<file path="src/rtl/capture_pkg.sv">
// Shared state encoding, trigger-mode codes and default sizes for the
// record capture sequencer.
package capture_pkg;

    typedef enum logic [1:0] {
        IDLE,
        CLEAR,
        ARMED,
        CAPTURE
    } seq_state_t;

    localparam logic [1:0] TRIG_IMMEDIATE = 2'd0;
    localparam logic [1:0] TRIG_SOF       = 2'd1;
    localparam logic [1:0] TRIG_EXT       = 2'd2;

    localparam int FIFO_DEPTH_DEF = 8;
    localparam int CNT_W_DEF      = 16;

endpackage

</file>
<file path="src/rtl/capture_fifo.sv">
// Registered-output word FIFO with wrap-bit pointers; a push is accepted
// while full only when a pop frees the head slot on the same edge.
module capture_fifo #(
    parameter int WIDTH = 32,
    parameter int DEPTH = 8
) (
    input  logic             clk,
    input  logic             resetN,
    input  logic             push,
    input  logic [WIDTH-1:0] pushData,
    output logic             full,
    input  logic             pop,
    output logic [WIDTH-1:0] popData,
    output logic             empty
);

    localparam int AW = $clog2(DEPTH);

    logic [WIDTH-1:0] mem_q [DEPTH];
    logic [AW:0]      wr_q, rd_q;
    logic             do_push, do_pop;

    assign empty   = (wr_q == rd_q);
    assign full    = (wr_q[AW] != rd_q[AW]) && (wr_q[AW-1:0] == rd_q[AW-1:0]);
    assign do_pop  = pop && !empty;
    assign do_push = push && (!full || do_pop);
    assign popData = mem_q[rd_q[AW-1:0]];

    always_ff @(posedge clk) begin
        if (!resetN) begin
            wr_q <= '0;
            rd_q <= '0;
        end else begin
            if (do_push) wr_q <= wr_q + (AW+1)'(1);
            if (do_pop)  rd_q <= rd_q + (AW+1)'(1);
        end
    end

    // Storage needs no reset: contents are only visible while not empty.
    always_ff @(posedge clk) begin
        if (do_push) mem_q[wr_q[AW-1:0]] <= pushData;
    end

endmodule

</file>
<file path="src/rtl/record_sequencer.sv">
// Capture controller: arm, wait for trigger, enable the recorder for N words
// and queue each completed word. Define CAPTURE_TIMESTAMP_EN for trigStamp.
module record_sequencer
    import capture_pkg::*;
#(
    parameter int FIFO_DEPTH = FIFO_DEPTH_DEF,
    parameter int CNT_W      = CNT_W_DEF
) (
    input  logic             clk,
    input  logic             resetN,
    input  logic             start,
    input  logic             abort,
    input  logic [1:0]       trigMode,
    input  logic [CNT_W-1:0] wordCount,
    input  logic             busIn,
    input  logic             extTrig,
    output logic             recEnable,
    output logic             recResetN,
    input  logic [31:0]      recData,
    input  logic             recValid,
    output logic [31:0]      outData,
    output logic             outValid,
    input  logic             outReady,
    output logic             busy,
    output logic             done,
    output logic             overflow,
    output logic [CNT_W-1:0] wordsCaptured,
    output logic [31:0]      trigStamp
);

    seq_state_t       state_q, state_d;
    logic [1:0]       mode_q, mode_d;
    logic [CNT_W-1:0] target_q, target_d;
    logic [CNT_W-1:0] words_q, words_d;
    logic             ovf_q, ovf_d;
    logic             done_q, done_d;
    logic             busIn_q, recValid_q;
    logic             strobe, trig, push, fifo_full, fifo_empty;

    always_ff @(posedge clk) begin
        if (!resetN) begin
            state_q    <= IDLE;
            mode_q     <= TRIG_IMMEDIATE;
            target_q   <= '0;
            words_q    <= '0;
            ovf_q      <= 1'b0;
            done_q     <= 1'b0;
            busIn_q    <= 1'b1;
            recValid_q <= 1'b0;
        end else begin
            state_q    <= state_d;
            mode_q     <= mode_d;
            target_q   <= target_d;
            words_q    <= words_d;
            ovf_q      <= ovf_d;
            done_q     <= done_d;
            busIn_q    <= busIn;
            recValid_q <= recValid;
        end
    end

    always_comb begin
        state_d  = state_q;
        mode_d   = mode_q;
        target_d = target_q;
        words_d  = words_q;
        ovf_d    = ovf_q;
        done_d   = 1'b0;
        trig     = 1'b0;
        push     = 1'b0;
        // A word completes on the falling edge of the recorder's valid level.
        strobe   = (state_q == CAPTURE) && recValid_q && !recValid;

        if (strobe) begin
            if (words_q != {CNT_W{1'b1}}) words_d = words_q + CNT_W'(1);
            if (fifo_full) ovf_d = 1'b1;
            else           push  = 1'b1;
        end

        case (mode_q)
            TRIG_SOF: trig = busIn_q && !busIn;
            TRIG_EXT: trig = extTrig;
            default:  trig = 1'b1;
        endcase

        case (state_q)
            IDLE: begin
                if (start && !abort) begin
                    state_d  = CLEAR;
                    words_d  = '0;
                    ovf_d    = 1'b0;
                    mode_d   = trigMode;
                    target_d = wordCount;
                end
            end
            CLEAR:   state_d = ARMED;
            ARMED:   if (trig) state_d = CAPTURE;
            CAPTURE: begin
                if (strobe && (target_q != '0) && (words_d == target_q)) begin
                    state_d = IDLE;
                    done_d  = 1'b1;
                end
            end
            default: state_d = IDLE;
        endcase

        if (abort && (state_q != IDLE)) begin
            state_d = IDLE;
            done_d  = 1'b0;
        end
    end

    capture_fifo #(
        .WIDTH (32),
        .DEPTH (FIFO_DEPTH)
    ) u_fifo (
        .clk      (clk),
        .resetN   (resetN),
        .push     (push),
        .pushData (recData),
        .full     (fifo_full),
        .pop      (outReady),
        .popData  (outData),
        .empty    (fifo_empty)
    );

    assign outValid      = !fifo_empty;
    assign recEnable     = (state_q == CAPTURE);
    assign recResetN     = resetN & (state_q != CLEAR);
    assign busy          = (state_q != IDLE);
    assign done          = done_q;
    assign overflow      = ovf_q;
    assign wordsCaptured = words_q;

`ifdef CAPTURE_TIMESTAMP_EN
    logic [31:0] cyc_q, stamp_q;
    logic        enter_cap;

    assign enter_cap = (state_q == ARMED) && (state_d == CAPTURE);

    // The stamp is the counter value that holds after the trigger edge.
    always_ff @(posedge clk) begin
        if (!resetN) begin
            cyc_q   <= '0;
            stamp_q <= '0;
        end else begin
            cyc_q <= cyc_q + 32'd1;
            if (enter_cap) stamp_q <= cyc_q + 32'd1;
        end
    end
    assign trigStamp = stamp_q;
`else
    assign trigStamp = '0;
`endif

endmodule

</file>
<file path="config.mk">
export PLATFORM = sky130hd
export DESIGN_NAME = record_sequencer
export DESIGN_NICKNAME = d
export VERILOG_FILES = /design/src/rtl/capture_pkg.sv /design/src/rtl/capture_fifo.sv /design/src/rtl/record_sequencer.sv
export SDC_FILE = /design/constraint.sdc
export NUM_CORES = 1
export LEC_CHECK = 0
export BUFFER_PORTS_ARGS = -buffer_cell sky130_fd_sc_hd__buf_2
export CAP_MARGIN = 20
export CORE_AREA = 2 2 113 225
export CTS_CLUSTER_SIZE = 8
export DETAILED_ROUTE_END_ITERATION = 7
export DIE_AREA = 0 0 115 227
export GPL_ROUTABILITY_DRIVEN = 0
export GPL_TIMING_DRIVEN = 0
export PLACE_DENSITY = 0.83
export SKIP_LAST_GASP = 1
export SYNTH_ARGS = -nofsm -noshare
export SYNTH_HDL_FRONTEND = slang
export SYNTH_SLANG_ARGS = --single-unit
</file>
<file path="constraint.sdc">
create_clock -name clk -period 4 [get_ports clk]
set_input_delay 0.4 -clock clk [delete_from_list [all_inputs] [get_ports clk]]
set_output_delay 0.4 -clock clk [all_outputs]
set_load 0.05 [all_outputs]
</file>
After elaboration in Yosys (flattened, before gate mapping)
Memory sizes are Yosys's and may differ from the RTL's. A register that Yosys moved wholly into a read port is not among the register bits.
Index checks and enable logic that the tools add are counted.
{ "word_totals": {"register_bits": 48, "mem_bits_rw": 256, "in_bits": 58, "output_inout_bits": 86, "word_cells": 74, "n_memories": 1} }
{ "op_classes": {"addsub": 3, "n_eq_ne": 14, "n_mux": 20, "bitwise_logic": 3, "reduce_logical": 23} }
{ "mem_list": {"columns": ["memory", "depth", "word_bits", "read_ports", "rd_clocked_by_memory_dff", "wr", "line", "text"], "rows": [
  ["u_fifo.mem_q", 8, 32, 1, 1, 1, "capture_fifo.sv:19", "logic [WIDTH-1:0] mem_q [DEPTH];"]
]} }
{ "op_table": {"columns": ["op", "count"], "rows": [
  ["16-bit two-way mux", 4],
  ["16-bit by 1-bit adder with 16-bit output, second input constant", 1],
  ["16-bit equality test", 1],
  ["16-bit != test, second input constant", 1],
  ["16-bit nonzero test", 1],
  ["1-bit logical AND", 10],
  ["1-bit two-way mux", 9],
  ["4-bit by 1-bit adder with 4-bit output, second input constant", 2],
  ["2-bit one-hot mux with 4 select lines", 1],
  ["2-bit equality test, second input constant", 3],
  ["2-bit two-way mux", 3],
  ["3-bit two-way mux", 2],
  ["1-bit zero test", 5],
  ["2-bit by 1-bit equality test with 1-bit output, second input constant", 2],
  ["4-bit equality test", 1],
  ["2-bit by 1-bit != test with 1-bit output, second input constant", 2],
  ["2-bit != test, second input constant", 2],
  ["3-bit equality test", 1],
  ["3-bit AND reduction", 1],
  ["3-bit OR reduction", 1],
  ["2-bit zero test", 1],
  ["1-bit inverter", 2],
  ["1-bit one-hot mux with 2 select lines", 1],
  ["2-bit AND reduction", 1],
  ["5 further kinds", 5]
]} }

Logic depth before layout (Yosys ltp)
Gate-level depths: netlist of the first run.
{ "depth": {"ltp_word": 8, "depth_mapped": 10, "mapped_depth_nobuf": 9} }

By module
A second synthesis of the first run with hierarchy kept.
{ "unflattened": {"cells_unflattened": 830, "hier_area_um2": 13113.8} }
{ "by_module_without_submodules": {"columns": ["mod", "n_inst", "cells_each", "area_per_inst_um2", "seq_area_each_um2"], "rows": [
  ["capture_fifo", 1, 441, 10173.5, 7907.6],
  ["record_sequencer", 1, 389, 2940.3, 800.8]
]} }

Worst setup path before layout of the first run
Ideal clock, no wire load.
{ "synth_path": {"kind": "reg2reg", "from": "reg state_q[0]", "to": "mem u_fifo.mem_q[0][0] (enable)", "setup_ns": 0.461, "arrival_ns": 3.895, "required_time_ns": 3.539, "path_slack_ns": -0.356, "path_stages_with_launch": 5, "n_path_buf": 0, "period_less_slack_ns": 4.356, "path_cell_list": "dfxtp_1 ha_1 nand3b_1 or3_1 nor3_1"} }
{ "synth_via": {"elab_chain_cells": 7} }
{ "synth_lines": {"columns": ["item", "line", "text"], "rows": [
  ["from (decl)", "record_sequencer.sv:31", "seq_state_t state_q, state_d;"],
  ["from (signal assigned)", "record_sequencer.sv:51", "state_q <= state_d;"],
  ["2-bit equality test", null, null],
  ["via recEnable", "record_sequencer.sv:17", "output logic recEnable,"],
  ["1-bit logical AND (2 in a row)", "record_sequencer.sv:72", "strobe = (state_q == CAPTURE) && recValid_q && !recValid;"],
  ["1-bit two-way mux", "record_sequencer.sv:74", "if (strobe) begin"],
  ["1-bit logical AND", "capture_fifo.sv:26", "assign do_push = push && (!full || do_pop);"],
  ["1-bit two-way mux", "capture_fifo.sv:41", "if (do_push) mem_q[wr_q[AW-1:0]] <= pushData;"],
  ["1-bit two-way mux (implied by the code)", "capture_fifo.sv:41", null],
  ["to (decl)", "capture_fifo.sv:19", null]
]} }
The timed path passes the listed nets, and every way through them passes these cells.

==> flow_summary.toml, run 1 <==
[outcome]
status = "finished clean"

[yosys]
synth-main-ff-cell = "edfxtp_1"
syn_avg_cell_area_sq_um = 16.7
synth.top_cell.area_share_pct = 60.0
ys_seq_area_share_pct = 68.0
syn_inst = 765
synth-edff-count = 256
synth_warnings = 0
ys_types = 62
netlist_area_sq_mm = 0.0128
async_reset_ff_share_pct = 0
ys_ff_latch = 307
ys_top_cells_by_area = "edfxtp_1 (60%), mux4_2 (11%), dfxtp_1 (8.0%)"
yosysTopAreaCell = "edfxtp_1"

[cts]
clockRootBuffer = "clkbuf_16"
cts.sinks = 307
cts_hold_buf = 0
cts_buffer_depth = 3
path_clk_slew_ns = 0.05
numCtsBuffers = 44
htreeDepth = 2
clock_latency_ns = 0.52
postCtsSetupBuffers = 0
cts_tree = "done"
cts_resized = 0

[setup_path]
regToRegSetupSlack_ns = 0.41
cp.arrival_ns = 3.29
required_ns = 3.60
path_max_fanout = 10
r2r_end = "state_q[0]"
critPathKind = "flip-flop to output pin"
r2r_cells = 10
end_kind = "output pin"
start_kind = "flip-flop"
reg2reg_from = "wordsCaptured[7]"

[drt]
drtIter0Drc = 573
postRouteAntennaNets = 0
finalWirelength_microns = 27900
viasPerCell = 5.72
routed-via-count = 7324
wl_per_cell_microns = 21.8
drt-pass1-iter-count = 4
drc = 0

[global_route]
antenna_found_initial = 4
grt-ovfl-total = 0
met1_usage_pct = 23.4
grt_busiest_layer = "met2"
grt_start_max_net_pins = 23
grt_pass1_vias = 7616
grt_pass1_wl_microns = 42300
grtUsageMet2_pct = 40.0
grt_usage_pct = 21.8
use_met3_pct = 4.10

[floorplanning]
die_w_microns = 115
num_rows = 81
initial_core_util_pct = 52.7
pin_count = 144
die-area_sq_mm = 0.0261
die_height_microns = 227
core_sq_mm = 0.0243

[run]
cap_violations = 0

[cells_and_area]
nets = 1030
area_growth_pct = 20.1
fin_cells = 1280
fillCellCount = 1710
drive_above_1_share_pct = 33.3

[power_and_ir_drop]
ir_drop_mv = 0.309
p_leak_uw = 0.00535
p_per_area_mw_per_mm2 = 474

[timing]
finalSetupViolCount = 0
max-slew-margin-rel_pct = 32.9
rsz0062_at_grt = "false"
period_minus_slack_ns = 3.69
worstMarginPinSlew_ns = 1.01
clock_skew_ns = 0.0137
max_freq_mhz = 271
hold_violations = 0
min_period_over_period_pct = 92.2
final-max-slew-violation-count = 0
fin_ws_ns = 0.314

[placement]
hpwl_microns = 18000
place_ws_ns = 0.491
place_inst = 1207
numPortBuffers = 111

[min_path]
hold_depth = 2
hold_path_end = "busIn_q"
worstHoldStart = "busIn"
worstHoldPathType = "input port to flip-flop"
power by group:
group          switching [uW]  internal, uW  total (uW)
clock network            1270          2020        3290
logic                     320           157         477
registers                34.4          3500        3530
metal layers:
metal  vias up  share of wire (%)
met3        75                5.3
met4         2                4.9
met2       255                 55
met1      3673                 35
met5         -              0.039
li1       3319                  -
how the worst max path moves through the flow:
stage	end	slack (ns)
5_1_grt	outData[27]	0.08
6_report	outData[27]	0.31
4_1_cts	outData[27]	0.20
3_5_place_dp	state_q[0]	0.49
2_1_floorplan	u_fifo.wr_q[3]	0.42
3_3_place_gp	u_fifo.wr_q[3]	-0.86
placed cells by master (no fill, tap or decap), types with 32 or more instances in the layout:
master       n
mux4_2      64
clkbuf_16   44
nand2_1     59
clkbuf_1    41
buf_4       33
dfxtp_1     51
buf_2      118
edfxtp_1   256
mux2_2      33
conb_1      32
cell families (layout without fill, tap and decap cells):
family	after synthesis	after routing	share of synthesized area (%)
AOI/OAI and AO/OA	50	50	3.02
xor gates and xnor gates	31	31	2.34
adders and majority gates	9	9	0.879
buffers and inverters	77	268	3.30
DFF	307	307	68.0
muxes	103	103	14.6
other	1	35	0.0293
and+or+nand+nor	187	187	7.81
sequential cells by signal, summed over array words and instances, names as in the netlist, 2 cells and up, named ones only:
register       count
u_fifo.rd_q        4
u_fifo.mem_q     256
state_q            2
mode_q             2
wordsCaptured     16
target_q          16
u_fifo.wr_q        4
cell type report:
type | instances | area (sq um) | share of cell area [%]
inverter | 10 | 37.5 | 0.244
clock buffer | 67 | 1190 | 7.72
buffer | 67 | 385 | 2.51
tap | 290 | 363 | 2.36
antenna | 3 | 7.51 | 0.0488
multi-input combinational | 412 | 3860 | 25.1
clock inverter | 3 | 32.5 | 0.212
sequential | 307 | 8710 | 56.6
timing repair buffer | 121 | 796 | 5.17
synthesized netlist by cell type (all sizes together), types with 3 or more instances:
cell type / number
mux2: 33
edfxtp: 256
ha: 9
a21oi: 7
mux4: 64
o21ai: 3
clkbuf: 19
inv: 10
nand2: 59
nor2: 34
dfxtp: 51
nand4: 11
nor2b: 3
nor3: 11
nand2b: 9
nand3: 12
mux2i: 6
and3: 4
xnor2: 12
or2: 3
nand4b: 4
nor4: 13
a21boi: 19
and2: 9
buf: 48
xor2: 18
worst max-delay path, cell delays in order, from the launching register on:
cell	delay, ns
dfxtp_1	0.30
clkbuf_1	0.51
buf_1	0.81
mux4_2	0.62
mux2_2	0.30
buf_2	0.22
per-stage QoR:
step	total power (uW)	util, %	area [sq um]	hold WS (ns)	setup TNS [ns]
after floorplan	3920	-	12900	0.457	0
after global placement	4050	56.9	13900	0.447	-144.30
after detailed placement	4060	58.2	14100	0.464	0
after CTS	7340	63.2	15400	0.0690	0
after global routing	7510	63.2	15400	0.0894	0
final	7300	63.2	15400	0.0883	0
Note: power is estimated with default switching activity, not from simulation.
==> inputs of run 2 (changes only) <==
==> constraint.sdc (replaced) <==
create_clock -name clk -period 4 [get_ports clk]
set_input_delay 0.2 -clock clk [delete_from_list [all_inputs] [get_ports clk]]
set_output_delay 0.2 -clock clk [all_outputs]
set_load 0.05 [all_outputs]
==> run 2 against run 1 <==
Core utilization increased by 2.2 points. Register-to-register slack got worse by 0.05 ns. Global-route usage increased by 0.88 points. Die area unchanged. Sequential power about the same. Highest routed layer is now met4.
==> flow_summary.toml, run 2 (same netlist as run 1, synthesis figures left out) <==
[outcome]
status = "finished clean"

[timing]
period_minus_slack_ns = 3.64
clock_skew_ns = 0.0146
worstMarginPinSlew_ns = 1.01
final-max-slew-violation-count = 0
rsz0062_at_grt = "false"
min_period_over_period_pct = 91.1
max_freq_mhz = 275
hold_violations = 0
fin_ws_ns = 0.357
hold_slack_ns = 0.126
finalSetupViolCount = 0
max-slew-margin-rel_pct = 33.0

[run]
cap_violations = 0

[cells_and_area]
mostFrequentLayoutCells = "edfxtp_1 (256), buf_2 (118), mux4_2 (64)"
utilization_pct = 65.4
finalInstanceArea_sq_mm = 0.0159
nets = 1084
largest_reg_flops = 256
final_common_cell = "edfxtp_1"
drive_above_1_share_pct = 31.6
area_growth_pct = 24.2

[drt]
drt-pass1-iter-count = 5
drc = 0
wl_per_cell_microns = 21.8
routed-via-count = 7673
postRouteAntennaNets = 0
viasPerCell = 5.76
drtIter0Drc = 609
finalWirelength_microns = 29000

[cts]
cts.sinks = 307
htreeDepth = 2
clockRootBuffer = "clkbuf_16"
cts_resized = 0
cts_buffer_depth = 3
path_clk_slew_ns = 0.05
clock_latency_ns = 0.53
cts_tree = "done"
numCtsBuffers = 44

[setup_path]
cp.arrival_ns = 4.04
required_ns = 4.40
reg2reg_from = "wordsCaptured[7]"
critPathKind = "flip-flop to flip-flop"
end_kind = "flip-flop"
path_max_fanout = 10
cp-startpoint = "wordsCaptured[7]"
regToRegSetupSlack_ns = 0.36
start_kind = "flip-flop"

[power_and_ir_drop]
p_per_area_mw_per_mm2 = 463
ir_drop_mv = 0.327
p_leak_uw = 0.00558
finalPower_uw = 7360

[floorplanning]
initial_core_util_pct = 52.7
die-area_sq_mm = 0.0261
pin_count = 144
num_rows = 81
die_w_microns = 115
core_sq_mm = 0.0243
die_height_microns = 227

[min_path]
worstHoldStart = "resetN"
worstHoldPathType = "input port to flip-flop"

[placement]
numPortBuffers = 111
place_area_sq_mm = 0.0141
hpwl_microns = 18000
place_ws_ns = 0.491

[global_route]
grt-ovfl-total = 0
grt_pass1_wl_microns = 44200
grt_pass1_vias = 8058
grt_usage_pct = 22.7
grt_start_max_net_pins = 23
antenna_found_initial = 1
run 2: cell count changes in the layout (fill, tap and decap cells not counted):
cell           previous run  this run
diode_2                   3         1
dlygate4sd3_1             0        54
run 2: report_power, final:
group / total [uW] / internal (uW) / switching [uW]
clock network: 3300 / 2020 / 1280
registers: 3530 / 3500 / 35.2
logic: 531 / 192 / 339
run 2: what timing repair did:
item | 4_1_cts | 5_1_grt
setup buffers | 0 | 0
hold endpoints to repair | 277 | 0
hold buffers | 54 | 0
run 2: path summary, 6_finish.rpt:
kind / to / cells after the start
setup / recovery: state_q[0] / 10
hold / removal: state_q[0] / 4
setup reg to reg: state_q[0] / 10
hold reg to reg: overflow / 2
run 2: area by class of cell:
cell class	instances	area, sq um
Antenna cell	1	2.50
Buffer	67	385
Clock buffer	67	1190
Clock inverter	3	32.5
Fill cell	1615	8410
Inverter	10	37.5
Multi-Input combinational cell	412	3860
Sequential cell	307	8710
Tap cell	290	363
Timing Repair Buffer	175	1340
run 2: worst max-delay path, cell delays in order, from the launching register on:
cell and delay [ns]:
dfxtp_1 0.32, buf_2 0.19, nand4_2 0.27, buf_2 0.29, or4_1 0.47, and4_1 0.25
a2111oi_0 0.42, nand4_1 0.15, nor4b_1 0.84, a31o_2 0.26, a32oi_1 0.05
run 2: layer usage:
layer	part of all wire, %	global-route usage (%)	vias up
li1	-	-	3425
met1	35	24.7	3857
met2	55	41.7	310
met3	5.4	3.54	81
met4	4.6	12.0	0
met5	0	0	-
run 2: metrics by stage:
step | setup TNS (ns) | instances
after floorplan | 0 | 796
after global placement | -144.30 | 1197
after detailed placement | 0 | 1207
after CTS | 0 | 1331
after global routing | 0 | 1332
final | 0 | 1332
==> inputs of run 3 (changes only) <==
--- a/config.mk
+++ b/config.mk
@@ -14,6 +14,7 @@
 export GPL_ROUTABILITY_DRIVEN = 0
 export GPL_TIMING_DRIVEN = 0
 export PLACE_DENSITY = 0.83
+export REMOVE_ABC_BUFFERS = 1
 export SKIP_LAST_GASP = 1
 export SYNTH_ARGS = -nofsm -noshare
 export SYNTH_HDL_FRONTEND = slang
==> run 3 against run 2 <==
Register-to-register slack lost 0.11 ns. Cell count decreased by 5.5%. Critical endpoint is now state_q[1]. Highest routed layer unchanged. Hold slack got worse by 0.0019 ns. Clock-buffer cell count is 11 lower. Combinational power shrank 7.7%.
==> flow_summary.toml, run 3 (same netlist as run 1, synthesis figures left out) <==
[cells_and_area]
drive_above_1_share_pct = 30.8
final_common_cell = "edfxtp_1"
n_antenna_cell = 0
area_growth_pct = 21.0
largest_reg_flops = 256
nets = 1023
fin_cells = 1259
mostFrequentLayoutCells = "edfxtp_1 (256), buf_2 (111), mux4_2 (64)"

[setup_path]
path_max_fanout = 10
required_ns = 4.44
max_stage_delay_ns = 0.69
path_cells = "ha_1 -> and3b_1 -> nand3_1 -> o31ai_1 -> nand2_1 -> xor2_1 -> or4b_2 -> o32ai_1 -> mux2i_1"
r2r_cells = 9
cpMaxStageDelayCell = "or4b_2"
regToRegSetupSlack_ns = 0.24
critPathKind = "flip-flop to flip-flop"
cp.arrival_ns = 4.20
r2r_end = "state_q[1]"
cp-startpoint = "state_q[0]"
cp-endpoint = "state_q[1]"
end_kind = "flip-flop"
start_kind = "flip-flop"
reg2reg_from = "state_q[0]"

[cts]
cts_hold_buf = 53
path_clk_slew_ns = 0.05
postCtsSetupBuffers = 0
cts.sinks = 307
cts_buffer_depth = 3
clock_latency_ns = 0.52
cts_tree = "done"
numCtsBuffers = 44
clockRootBuffer = "clkbuf_16"
cts_resized = 0
htreeDepth = 2

[floorplanning]
num_rows = 81
initial_core_util_pct = 52.7
die_w_microns = 115
die-area_sq_mm = 0.0261
pin_count = 144
die_height_microns = 227
core_sq_mm = 0.0243

[drt]
drt-pass1-iter-count = 5
postRouteAntennaNets = 0
drtIter0Drc = 420
finalWirelength_microns = 27900
viasPerCell = 5.84
drc = 0
routed-via-count = 7349
wl_per_cell_microns = 22.1

[global_route]
grt_pass1_vias = 7767
grt_pass1_wl_microns = 42700
antenna_found_initial = 0
grt_usage_pct = 21.8
grt-ovfl-total = 0
grt_start_max_net_pins = 43

[power_and_ir_drop]
p_leak_uw = 0.00535
ir_drop_mv = 0.380
p_per_area_mw_per_mm2 = 466

[min_path]
worstHoldPathType = "input port to flip-flop"
worstHoldStart = "resetN"

[timing]
final-max-slew-violation-count = 0
finalSetupViolCount = 0
worstMarginPinSlew_ns = 0.952
clock_skew_ns = 0.0137
hold_violations = 0
rsz0062_at_grt = "false"
max-slew-margin-rel_pct = 36.2
period_minus_slack_ns = 3.76
max_freq_mhz = 266
hold_slack_ns = 0.124
min_period_over_period_pct = 93.9

[placement]
numPortBuffers = 111
hpwl_microns = 16700
place_inst = 1146

[run]
cap_violations = 0

[outcome]
status = "finished clean"
[run 3: metrics by stage]
| stage | setup TNS (ns) | utilization, % | total power (uW) | setup slack [ns] | area (sq um) |
|---|---|---|---|---|---|
| 6_report | 0 | 63.7 | 7230 | 0.245 | 15500 |
| 5_1_grt | 0 | 63.7 | 7440 | 0.0219 | 15500 |
| 4_1_cts | 0 | 63.7 | 7260 | 0.282 | 15500 |
| 3_5_place_dp | 0 | 56.7 | 4020 | 0.308 | 13800 |
| 3_3_place_gp | -352.83 | 55.3 | 4010 | -2.58 | 13500 |
| 2_1_floorplan | -22.48 | - | 3890 | -0.356 | 12500 |
[run 3: final cells by class]
| class | instances | area [sq um] |
|---|---|---|
| inverter | 10 | 37.5 |
| clock inverter | 3 | 31.3 |
| tap | 290 | 363 |
| timing repair buffer | 181 | 1360 |
| sequential | 307 | 8720 |
| fill | 1662 | 8820 |
| clock buffer | 56 | 1150 |
| multi-input combinational | 412 | 3850 |
[run 3: worst min-delay path by stage]
stage	end	slack (ns)	cells past startpoint
after floorplan	busIn_q	0.27	1
after global placement	busIn_q	0.41	2
after detailed placement	busIn_q	0.42	2
after CTS	busIn_q	0.11	2
after global routing	mode_q[0]	0.18	5
final	busIn_q	0.12	2
[run 3: critical path: cells and delay by family, from the launching register on]
| family | cells | cell delay [ns] |
|---|---|---|
| simple gates | 4 | 1.71 |
| compound gates | 2 | 0.79 |
| flops | 1 | 0.39 |
| fa+ha+maj | 1 | 0.36 |
| mux | 1 | 0.24 |
| xor+xnor | 1 | 0.18 |
[run 3: layer usage]
| layer | global-route usage [%] | share of wire, % | vias to the layer above |
|---|---|---|---|
| li1 | - | - | 3278 |
| met1 | 23.9 | 35 | 3705 |
| met2 | 40.5 | 55 | 275 |
| met3 | 3.46 | 4.8 | 91 |
| met4 | 10.6 | 4.4 | 0 |
| met5 | 0 | 0 | - |
[run 3: report_power, final]
group          switching (uW)  internal, uW
Combinational             322           168
Clock                    1230          1970
Sequential               38.5          3500
